===== src/rtl/m_axi_lite_arb.sv =====
// Round-robin arbiter for two requesters that share one AXI4-Lite master port.
// Only one transaction is in flight at a time. Completion is a one-cycle pulse to the owning requester.
module m_axi_lite_arb #(
  parameter int DWIDTH = 32
) (
  input  logic                  clk,
  input  logic                  xrst,
  input  logic [1:0]            cmd_valid,
  output logic [1:0]            cmd_ready,
  input  logic [1:0]            cmd_we,
  input  logic [2*DWIDTH-1:0]   cmd_addr,
  input  logic [2*DWIDTH-1:0]   cmd_wdata,
  output logic [1:0]            rsp_valid,
  output logic [DWIDTH-1:0]     rsp_rdata,
  output logic [1:0]            rsp_resp,
  output logic                  busy,
  output logic                  grant,
  output logic                  awvalid,
  output logic [DWIDTH-1:0]     awaddr,
  output logic [2:0]            awprot,
  input  logic                  awready,
  output logic                  wvalid,
  output logic [DWIDTH-1:0]     wdata,
  output logic [DWIDTH/8-1:0]   wstrb,
  input  logic                  wready,
  input  logic                  bvalid,
  input  logic [1:0]            bresp,
  output logic                  bready,
  output logic                  arvalid,
  output logic [DWIDTH-1:0]     araddr,
  output logic [2:0]            arprot,
  input  logic                  arready,
  input  logic                  rvalid,
  input  logic [DWIDTH-1:0]     rdata,
  input  logic [1:0]            rresp,
  output logic                  rready
);

  typedef enum logic [1:0] {S_IDLE, S_ADDR, S_RESP, S_DONE} state_e;

  state_e              state_q;
  logic                we_q;
  logic [DWIDTH-1:0]   addr_q;
  logic [DWIDTH-1:0]   wdata_q;
  logic                grant_q;
  logic                prio_q;
  logic                awvalid_q;
  logic                wvalid_q;
  logic                arvalid_q;
  logic                bready_q;
  logic                rready_q;
  logic [1:0]          rsp_valid_q;
  logic [DWIDTH-1:0]   rsp_rdata_q;
  logic [1:0]          rsp_resp_q;

  logic                arb_sel;
  logic                accept;
  logic                sel_we;
  logic [DWIDTH-1:0]   sel_addr;
  logic [DWIDTH-1:0]   sel_wdata;
  logic                aw_ok;
  logic                w_ok;

  // When both requesters are valid, prio_q names the one that was not granted last.
  always_comb begin
    arb_sel = 1'b0;
    case (cmd_valid)
      2'b01:   arb_sel = 1'b0;
      2'b10:   arb_sel = 1'b1;
      2'b11:   arb_sel = prio_q;
      default: arb_sel = 1'b0;
    endcase
  end

  // The xrst term keeps cmd_ready low while reset is held, even when the FSM is idle.
  assign accept    = xrst && (state_q == S_IDLE) && (cmd_valid != 2'b00);
  assign cmd_ready = accept ? (arb_sel ? 2'b10 : 2'b01) : 2'b00;
  assign sel_we    = arb_sel ? cmd_we[1] : cmd_we[0];
  assign sel_addr  = arb_sel ? cmd_addr[2*DWIDTH-1:DWIDTH]  : cmd_addr[DWIDTH-1:0];
  assign sel_wdata = arb_sel ? cmd_wdata[2*DWIDTH-1:DWIDTH] : cmd_wdata[DWIDTH-1:0];

  // Each write channel counts as done once its valid has dropped or is handshaking now.
  assign aw_ok = ~awvalid_q | awready;
  assign w_ok  = ~wvalid_q  | wready;

  always_ff @(posedge clk or negedge xrst) begin
    if (!xrst) begin
      state_q     <= S_IDLE;
      we_q        <= 1'b0;
      addr_q      <= '0;
      wdata_q     <= '0;
      grant_q     <= 1'b0;
      prio_q      <= 1'b0;
      awvalid_q   <= 1'b0;
      wvalid_q    <= 1'b0;
      arvalid_q   <= 1'b0;
      bready_q    <= 1'b0;
      rready_q    <= 1'b0;
      rsp_valid_q <= 2'b00;
      rsp_rdata_q <= '0;
      rsp_resp_q  <= 2'b00;
    end else begin
      case (state_q)
        S_IDLE: begin
          if (accept) begin
            grant_q   <= arb_sel;
            prio_q    <= ~arb_sel;
            we_q      <= sel_we;
            addr_q    <= sel_addr;
            wdata_q   <= sel_wdata;
            awvalid_q <= sel_we;
            wvalid_q  <= sel_we;
            arvalid_q <= ~sel_we;
            state_q   <= S_ADDR;
          end
        end
        S_ADDR: begin
          if (we_q) begin
            if (awready) awvalid_q <= 1'b0;
            if (wready)  wvalid_q  <= 1'b0;
            if (aw_ok && w_ok) begin
              bready_q <= 1'b1;
              state_q  <= S_RESP;
            end
          end else if (arready) begin
            arvalid_q <= 1'b0;
            rready_q  <= 1'b1;
            state_q   <= S_RESP;
          end
        end
        S_RESP: begin
          if (we_q && bvalid) begin
            bready_q    <= 1'b0;
            rsp_resp_q  <= bresp;
            rsp_rdata_q <= '0;
            rsp_valid_q <= {grant_q, ~grant_q};
            state_q     <= S_DONE;
          end else if (!we_q && rvalid) begin
            rready_q    <= 1'b0;
            rsp_resp_q  <= rresp;
            rsp_rdata_q <= rdata;
            rsp_valid_q <= {grant_q, ~grant_q};
            state_q     <= S_DONE;
          end
        end
        S_DONE: begin
          rsp_valid_q <= 2'b00;
          state_q     <= S_IDLE;
        end
        default: state_q <= S_IDLE;
      endcase
    end
  end

  assign rsp_valid = rsp_valid_q;
  assign rsp_rdata = rsp_rdata_q;
  assign rsp_resp  = rsp_resp_q;
  assign busy      = (state_q != S_IDLE);
  assign grant     = grant_q;

  assign awvalid   = awvalid_q;
  assign awaddr    = addr_q;
  assign awprot    = 3'b000;
  assign wvalid    = wvalid_q;
  assign wdata     = wdata_q;
  assign wstrb     = '1;
  assign bready    = bready_q;
  assign arvalid   = arvalid_q;
  assign araddr    = addr_q;
  assign arprot    = 3'b000;
  assign rready    = rready_q;

endmodule


===== config.mk =====
export PLATFORM = sky130hd
export DESIGN_NAME = m_axi_lite_arb
export DESIGN_NICKNAME = d
export VERILOG_FILES = /design/src/rtl/m_axi_lite_arb.sv
export SDC_FILE = /design/constraint.sdc
export NUM_CORES = 1
export LEC_CHECK = 0
export ABC_AREA = 1
export CORE_AREA = 2 2 126 128
export CTS_CLUSTER_SIZE = 24
export DETAILED_ROUTE_END_ITERATION = 12
export DIE_AREA = 0 0 128 130
export HOLD_SLACK_MARGIN = 0.02
export PLACE_DENSITY = 0.76
export SYNTH_ARGS = -nofsm -noshare
export SYNTH_HDL_FRONTEND = slang
export SYNTH_SLANG_ARGS = --single-unit

===== constraint.sdc =====
create_clock -name clk -period 3.3 [get_ports clk]
set_clock_uncertainty 0.2 [all_clocks]
set_input_delay 0.33 -clock clk [delete_from_list [all_inputs] [get_ports clk]]
set_output_delay 0.33 -clock clk [all_outputs]
set_load 0.02 [all_outputs]

Word-level counts from Yosys, hierarchy flattened. Index checks and enable logic that the tools add are counted.

Reduce and logical (&&, ||, !) cells: 22. Multiplexer cells: 40. Bitwise operators: 7. Equality and inequality tests: 18.

Operators with widths (count): 32-bit two-way mux (4); 2-bit two-way mux (12); 2-bit inequality test, second input constant (10); 4-bit AND reduction (5); 1-bit two-way mux (16); 1-bit case mux with 2 select lines (6); 2-bit nonzero test (6); 3-bit inequality test, second input constant (3); 2-bit equality test, second input constant (4); 2-bit case mux with 4 select lines (1); 2-bit AND reduction (3); 1-bit logical AND (5); 1-bit inverter (5); 5-bit AND reduction (1); 2-bit case mux with 2 select lines (1); 2-bit by 1-bit equality test with 1-bit output, second input constant (1); 2-bit logical NOT (1); 1-bit OR (2); 1-bit logical NOT (1).

Input port bits: 175. Output and inout port bits: 151. Register bits: 110.

Depth between registers and ports, before layout. Gate-level depths: netlist of run 1.

Depth after elaboration: 6. Depth in mapped cells: 10. Gate-level depth less buffers: 10.

Worst setup path before layout of run 1. OpenSTA, ideal clock, no wires.

Path type: flip-flop to output port. Start: register state_q[0]. End: output cmd_ready[0]. Path slack: 1.484 ns. Stages on the path, launching flop included: 8. Required time: 2.770 ns. Buffers on the path: 1. Arrival: 1.286 ns. Cell sequence: dfrtp_1 > inv_1 > ha_1 > nand2_1 > nor2_2 > nand2_1 > inv_2 > buf_2.

Cells in the longest elaborated chain, start to end: 4.

RTL lines: from (decl) (line 41) `state_e state_q;`; from (signal assigned) (line 88) `state_q <= S_IDLE;`; from (signal assigned) (line 114) `state_q <= S_ADDR;`; from (signal assigned) (line 123) `state_q <= S_RESP;`; 2-bit logical NOT (line 76) `assign accept = xrst && (state_q == S_IDLE) && (cmd_valid != 2'b00);`; 1-bit logical AND (2 in series) (line 76); 2-bit two-way mux (line 77) `assign cmd_ready = accept ? (arb_sel ? 2'b10 : 2'b01) : 2'b00;`; to (decl) (line 9) `output logic [1:0] cmd_ready,`.

No other way between the ends.

Final worst setup path of run 1. Ends and elaborated chain as after synthesis.

==> results_dict.tcl, run 1 <==
set metrics [dict create \
    synth_commonest_cells "nand2_1 (235), dfrtp_1 (110), nand3_1 (103)" \
    worstReg2RegStart "state_q[0]" \
    yosysUniqueCellTypes 20 \
    crit_start "state_q[0]" \
    vias 5137 \
    synth_top_family_by_area "simple AND/OR/NAND/NOR gates" \
    cp_top_family "buffers and inverters" \
    finalMaxSlewViolations 0 \
    tritoncts "yes" \
    path_max_fanout 4 \
    final_area_um2 8600 \
    nets 1098 \
    core_area_um2 15420 \
    ant_nets 0 \
    dp_hpwl_mm 12.35 \
    fin_setup_tns_ns 0 \
    min_from "rsp_valid[0]" \
    finalSetupViolCount 0 \
    cts_resized 0 \
    power.density_nw_per_um2 919.6 \
    die_h_um 130 \
    rows 46 \
    synth.area.mux_share_pct 0 \
    min_period_over_period_pct 84.99 \
    cts-root-buf "clkbuf_16" \
    synth_compound_area_share_pct 5.368 \
    synth-main-ff-cell "dfrtp_1" \
    overflow 0 \
    n_antenna_cell 0 \
    worstPathCellList "inv_1, ha_1, nand2_1, nor2_2, nand2_1, inv_2, clkdlybuf4s50_1" \
    htreeDepth 3 \
    cp.required_ns 2.77 \
    synth_seq_cells 110 \
    place_area_um2 8270 \
    finalHoldViolations 0 \
    slowest_delay_ns 0.63 \
    insertion_delay_ns 0.34 \
    cts_sinks 110 \
    leakage_nw 3.883 \
    routed_via_density 4.607 \
    die_x_um 128 \
    clkTransAtPathRegs_ns 0.07 \
    hp-class "flop to flop" \
    slew_headroom_pct 51.17 \
    synthSimpleGateAreaFrac_pct 27.48 \
    io_pins 326 \
    wl_mm 16.69 \
    wire_per_inst_um 14.97 \
    fmax_mhz 356.5 \
    yosysSeqAreaShare_pct 52.02 \
    track_usage_pct 19.24 \
    first_pass_iters 4 \
    area_delta_synth_final_pct 62.52 \
    start_util_pct 34.30 \
    cts_setup_buffers 0 \
    async_flop_share_pct 100.0 \
    drv_cap 0 \
    cp.arrival_ns 2.27 \
    slowest_stage "clkdlybuf4s50_1" \
    drc 0 \
    ir_drop_mv 0.4032 \
    fillers 1419 \
    worst_pin_slew_ns 0.7324 \
    crit_buf_inv 3 \
    yosysTopAreaCell "dfrtp_1" \
    portBuffers 315 \
    grt_pass1_vias 4782 \
    drive_gt1_share_pct 3.467 \
    synth_edf_count 0 \
    critPathLaunchType "flop" \
    path_common_cell "nand2_1" \
    clockBufferDepth 2 \
    synthesis.instances 650 \
    drt_iter0_markers 243 \
    antenna_found_initial 0 \
    crit_type "flop to output pin" \
    synth-adder-area-share_pct 1.182 \
    status "finished clean" \
    syn_area_um2 5291 \
    synth_most_common_cell "nand2_1" \
    grt_pass1_wl_mm 24.90 \
    cp-end-kind "output pin" \
    whs_ns 0.2903 \
    synth.top_cell.area_share_pct 52.02 \
    period_needed_ns 2.805 \
    ys_top_cells_by_area "dfrtp_1 (52%), nand2_1 (17%), nand3_1 (9.7%)" \
    avgSynthCellArea_um2 8.141 \
    die_area_um2 16640 \
    rsz0062_at_grt "no" \
    yosys.area_share.xor_xnor_pct 0 \
    grt_max_degree 66 \
    globalplace.congestion 0.8281 \
    yosys_warnings 0 \
    cts_buffers 9 \
]
==> report_power, final <==
group          internal, mW  total [mW]  switching [mW]
Combinational          2.02        4.32            2.30
Clock                 0.655        1.16           0.501
Sequential             1.99        2.43           0.440
Total                  4.67        7.91            3.24
==> path summary, 6_finish.rpt <==
check | slack, ns | depth (start not counted) | endpoint
max in group asynchronous | 1.13 | 4 | araddr[26]
setup reg to reg | 0.89 | 9 | araddr[24]
setup / recovery | 0.50 | 7 | cmd_ready[0]
min in group asynchronous | 0.56 | 3 | rsp_rdata[20]
hold reg to reg | 0.29 | 2 | rsp_valid[0]
hold / removal | 0.29 | 2 | rsp_valid[0]
==> area by class of cell <==
type                            count  area [µm²]  share of cell area [%]
Timing Repair Buffer              324        3233                   37.60
Sequential cell                   110        2753                   32.01
Multi-Input combinational cell    418        1848                   21.49
Clock buffer                       12       266.5                   3.099
Tap cell                          192       240.2                   2.794
Inverter                           55       206.4                   2.401
Clock inverter                      4       52.55                  0.6111
==> worst reg2reg max path: stages, from the launching register on <==
cell and delay, ns:
dfrtp_1 0.40, inv_1 0.13, ha_1 0.24, nand2_1 0.17, nor2_2 0.20, nand2_1 0.10, inv_2 0.07, buf_4 0.56
nand2_1 0.19, nand3_1 0.10
==> cell usage in the layout, fill, tap and decap left out, types with 5 or more instances in the layout <==
cell	instances
clkdlybuf4s50_1	314
nand2_1	234
dfrtp_1	110
nand3_1	103
inv_1	54
o21ai_0	40
conb_1	10
clkbuf_16	9
buf_4	8
nor2_1	7
o21ai_1	6
ha_1	5
==> registers in the layout (all words and copies together), names as in the netlist, 2 cells and up <==
name       count
wdata         32
araddr        32
rsp_rdata     32
rsp_resp       2
rsp_valid      2
state_q        2
==> layer usage <==
layer  part of all wire [%]  wire (µm)  track usage (%)  vias to the layer above
met5                      0          0                0                        -
met1                     41       6783            23.25                     2382
met3                    8.1       1346            5.535                       14
met4                    1.2        207            5.236                        0
li1                       -          -                -                     2521
met2                     50       8353            33.78                      220
==> repair_timing <==
action,in CTS,in global routing
hold endpoints to repair,53,0
setup endpoints to repair,0,0
hold buffers,1,0
==> per-stage QoR <==
| step | setup WS (ns) | util (%) | power, mW | instances |
|---|---|---|---|---|
| after floorplan | 1.484 | - | 4.837 | 658 |
| after global placement | 0.9153 | 53.62 | 6.730 | 1098 |
| after detailed placement | 0.8929 | 53.62 | 6.803 | 1098 |
| after CTS | 0.4915 | 55.75 | 7.991 | 1115 |
| after global routing | 0.3511 | 55.75 | 8.406 | 1115 |
| final | 0.4952 | 55.75 | 7.908 | 1115 |
==> kinds of logic (layout without fill, tap and decap cells) <==
logic type,after synthesis,after routing
AND/OR/NAND/NOR,350,350
buffers and inverters,130,395
flip-flops,110,110
AO/OA/AOI/OAI,53,53
adder cells (fa/ha/maj),5,5
other,2,10
No activity file was read; power rests on OpenSTA's default activity.
==> run 2, diff against run 1 <==
- CORE_AREA: 2 2 126 128 -> unset
- CORE_ASPECT_RATIO: unset -> 0.7
- CORE_MARGIN: unset -> 1
- CORE_UTILIZATION: unset -> 34
- DIE_AREA: 0 0 128 130 -> unset
- PLACE_DENSITY: 0.76 -> 0.78
- clock period: 3.3 -> 2.3 ns (I/O delays scaled with it)
==> run 2 against run 1 <==
Effect of this change: sequential share of layout area is 0.15 points lower; critical path depth is 3 lower; via count is 0.43% lower; flip-flop and latch count stayed put; sequential power up 42%; total power grew 42%; die area down 3.4%; worst setup slack got worse by 0.41 ns; non-clock buffer count is 5 higher; clock-buffer cell count fell by 2; largest power group unchanged.
==> results_dict.tcl, run 2 (same netlist as run 1, synthesis figures left out) <==
set metrics [dict create \
    status "finished clean" \
    core_area_um2 14950 \
    vias 5115 \
    start_util_pct 35.39 \
    finalMaxSlewViolations 0 \
    die_x_um 151.1 \
    area_delta_synth_final_pct 63.28 \
    wire_per_inst_um 14.62 \
    drive_gt1_share_pct 3.987 \
    fillers 1346 \
    seq_area_um2 2753 \
    htreeDepth 3 \
    crit_type "flop to output pin" \
    final_common_cell "clkdlybuf4s50_1" \
    grt_pass1_wl_mm 25.41 \
    clkTransAtPathRegs_ns 0.08 \
    dp_hpwl_mm 12.29 \
    cp.arrival_ns 1.78 \
    grt_max_degree 66 \
    cts_sinks 110 \
    rsz0062_at_grt "yes" \
    critPathLaunchType "flop" \
    overflow 0 \
    drv_cap 0 \
    layout_common_cells "clkdlybuf4s50_1 (312), nand2_1 (234), dfrtp_1 (110), nand3_1 (103), inv_1 (54)" \
    finalHoldViolations 0 \
    grt_pass1_vias 5049 \
    insertion_delay_ns 0.34 \
    hp-class "input pin to flop" \
    portBuffers 315 \
    routed_via_density 4.555 \
    drt_iter0_markers 279 \
    die_area_um2 16070 \
    ir_drop_mv 0.5988 \
    first_pass_iters 4 \
    min_period_over_period_pct 96.23 \
    fmax_mhz 451.8 \
    finalSetupViolCount 0 \
    tritoncts "yes" \
    die_h_um 106.4 \
    clockBufferDepth 2 \
    path_max_fanout 4 \
    fin_setup_tns_ns 0 \
    cp.required_ns 1.87 \
    power.density_nw_per_um2 1302 \
    n_antenna_cell 0 \
    cts-root-buf "clkbuf_16" \
    slew_headroom_pct 49.29 \
    cts_setup_buffers 0 \
    worst_pin_slew_ns 0.7607 \
    period_needed_ns 2.213 \
    wl_mm 16.42 \
    whs_ns 0.2401 \
    leakage_nw 3.904 \
    multi_input_area_um2 1848 \
    rows 37 \
    track_usage_pct 20.32 \
    ant_nets 0 \
    antenna_found_initial 0 \
    cp-end-kind "output pin" \
    cts_buffers 9 \
    nets 1103 \
    globalplace.congestion 0.8174 \
    io_pins 326 \
    drc 0 \
]
-- run 2: cell types whose count changed in the layout (fill, tap and decap cells not counted) --
cell,before,now
buf_12,1,4
clkbuf_8,3,1
clkdlybuf4s50_1,314,312
buf_4,8,9
bufinv_16,1,0
clkbuf_2,0,1
clkinv_2,1,2
clkinv_4,1,2
dlygate4sd2_1,0,1
dlygate4sd3_1,1,2
inv_6,1,2
-- run 2: final cells by class --
| class | instances | share of cell area [%] |
|---|---|---|
| Clock inverter | 6 | 0.5214 |
| Multi-Input combinational cell | 418 | 21.39 |
| Sequential cell | 110 | 31.86 |
| Timing Repair Buffer | 329 | 38.25 |
| Clock buffer | 10 | 2.766 |
| Inverter | 55 | 2.390 |
| Tap cell | 195 | 2.824 |
-- run 2: timing repair --
item | CTS | global route
resized for setup | 3 | 1
pin swaps | 0 | 0
endpoints found under the hold margin | 110 | 0
hold buffers | 2 | 0
setup endpoints to repair | 2 | 1
-- run 2: final timing paths --
check	startpoint	end	slack, ns	cells after the start
worst max register to register	state_q[0]	araddr[27]	0.29	9
worst max-delay path	state_q[0]	busy	0.09	4
max in group asynchronous	xrst	araddr[24]	0.97	3
worst min register to register	wdata[10]	wdata[10]	0.30	2
min in group asynchronous	xrst	prio_q	0.38	3
worst min-delay path	cmd_addr[3]	araddr[3]	0.24	3
-- run 2: critical path: stages, from the launching register on --
cell             delay [ns]
dfrtp_1                0.39
inv_1                  0.07
ha_1                   0.24
inv_1                  0.12
clkdlybuf4s50_1        0.63
-- run 2: routing by layer --
metal | vias to the layer above | GRT usage [%] | wire [µm]
li1 | 2535 | - | -
met1 | 2382 | 25.50 | 6895
met2 | 184 | 34.60 | 8045
met3 | 14 | 4.936 | 1258
met4 | 0 | 5.571 | 216
met5 | - | 0 | 0
-- run 2: where the power goes --
part | switching [mW] | internal (mW) | leakage, nW | total, mW
clock | 0.738 | 0.775 | 0.143 | 1.51
sequential | 0.581 | 2.86 | 1.37 | 3.44
combinational | 3.34 | 2.95 | 2.40 | 6.30
total | 4.66 | 6.59 | 3.90 | 11.2
-- run 2: metrics by stage --
| step | util (%) | worst slack [ns] | std cells | area (µm²) | power [mW] |
|---|---|---|---|---|---|
| after global routing | 57.78 | -0.007189 | 1123 | 8640 | 12.00 |
| final | 57.78 | 0.08661 | 1123 | 8640 | 11.25 |
| after detailed placement | 55.79 | 0.09257 | 1105 | 8342 | 9.819 |
| after CTS | 57.81 | 0.0003872 | 1123 | 8645 | 11.36 |
| after global placement | 55.79 | 0.1357 | 1105 | 8342 | 9.699 |
| after floorplan | - | 0.5837 | 658 | 5321 | 6.940 |
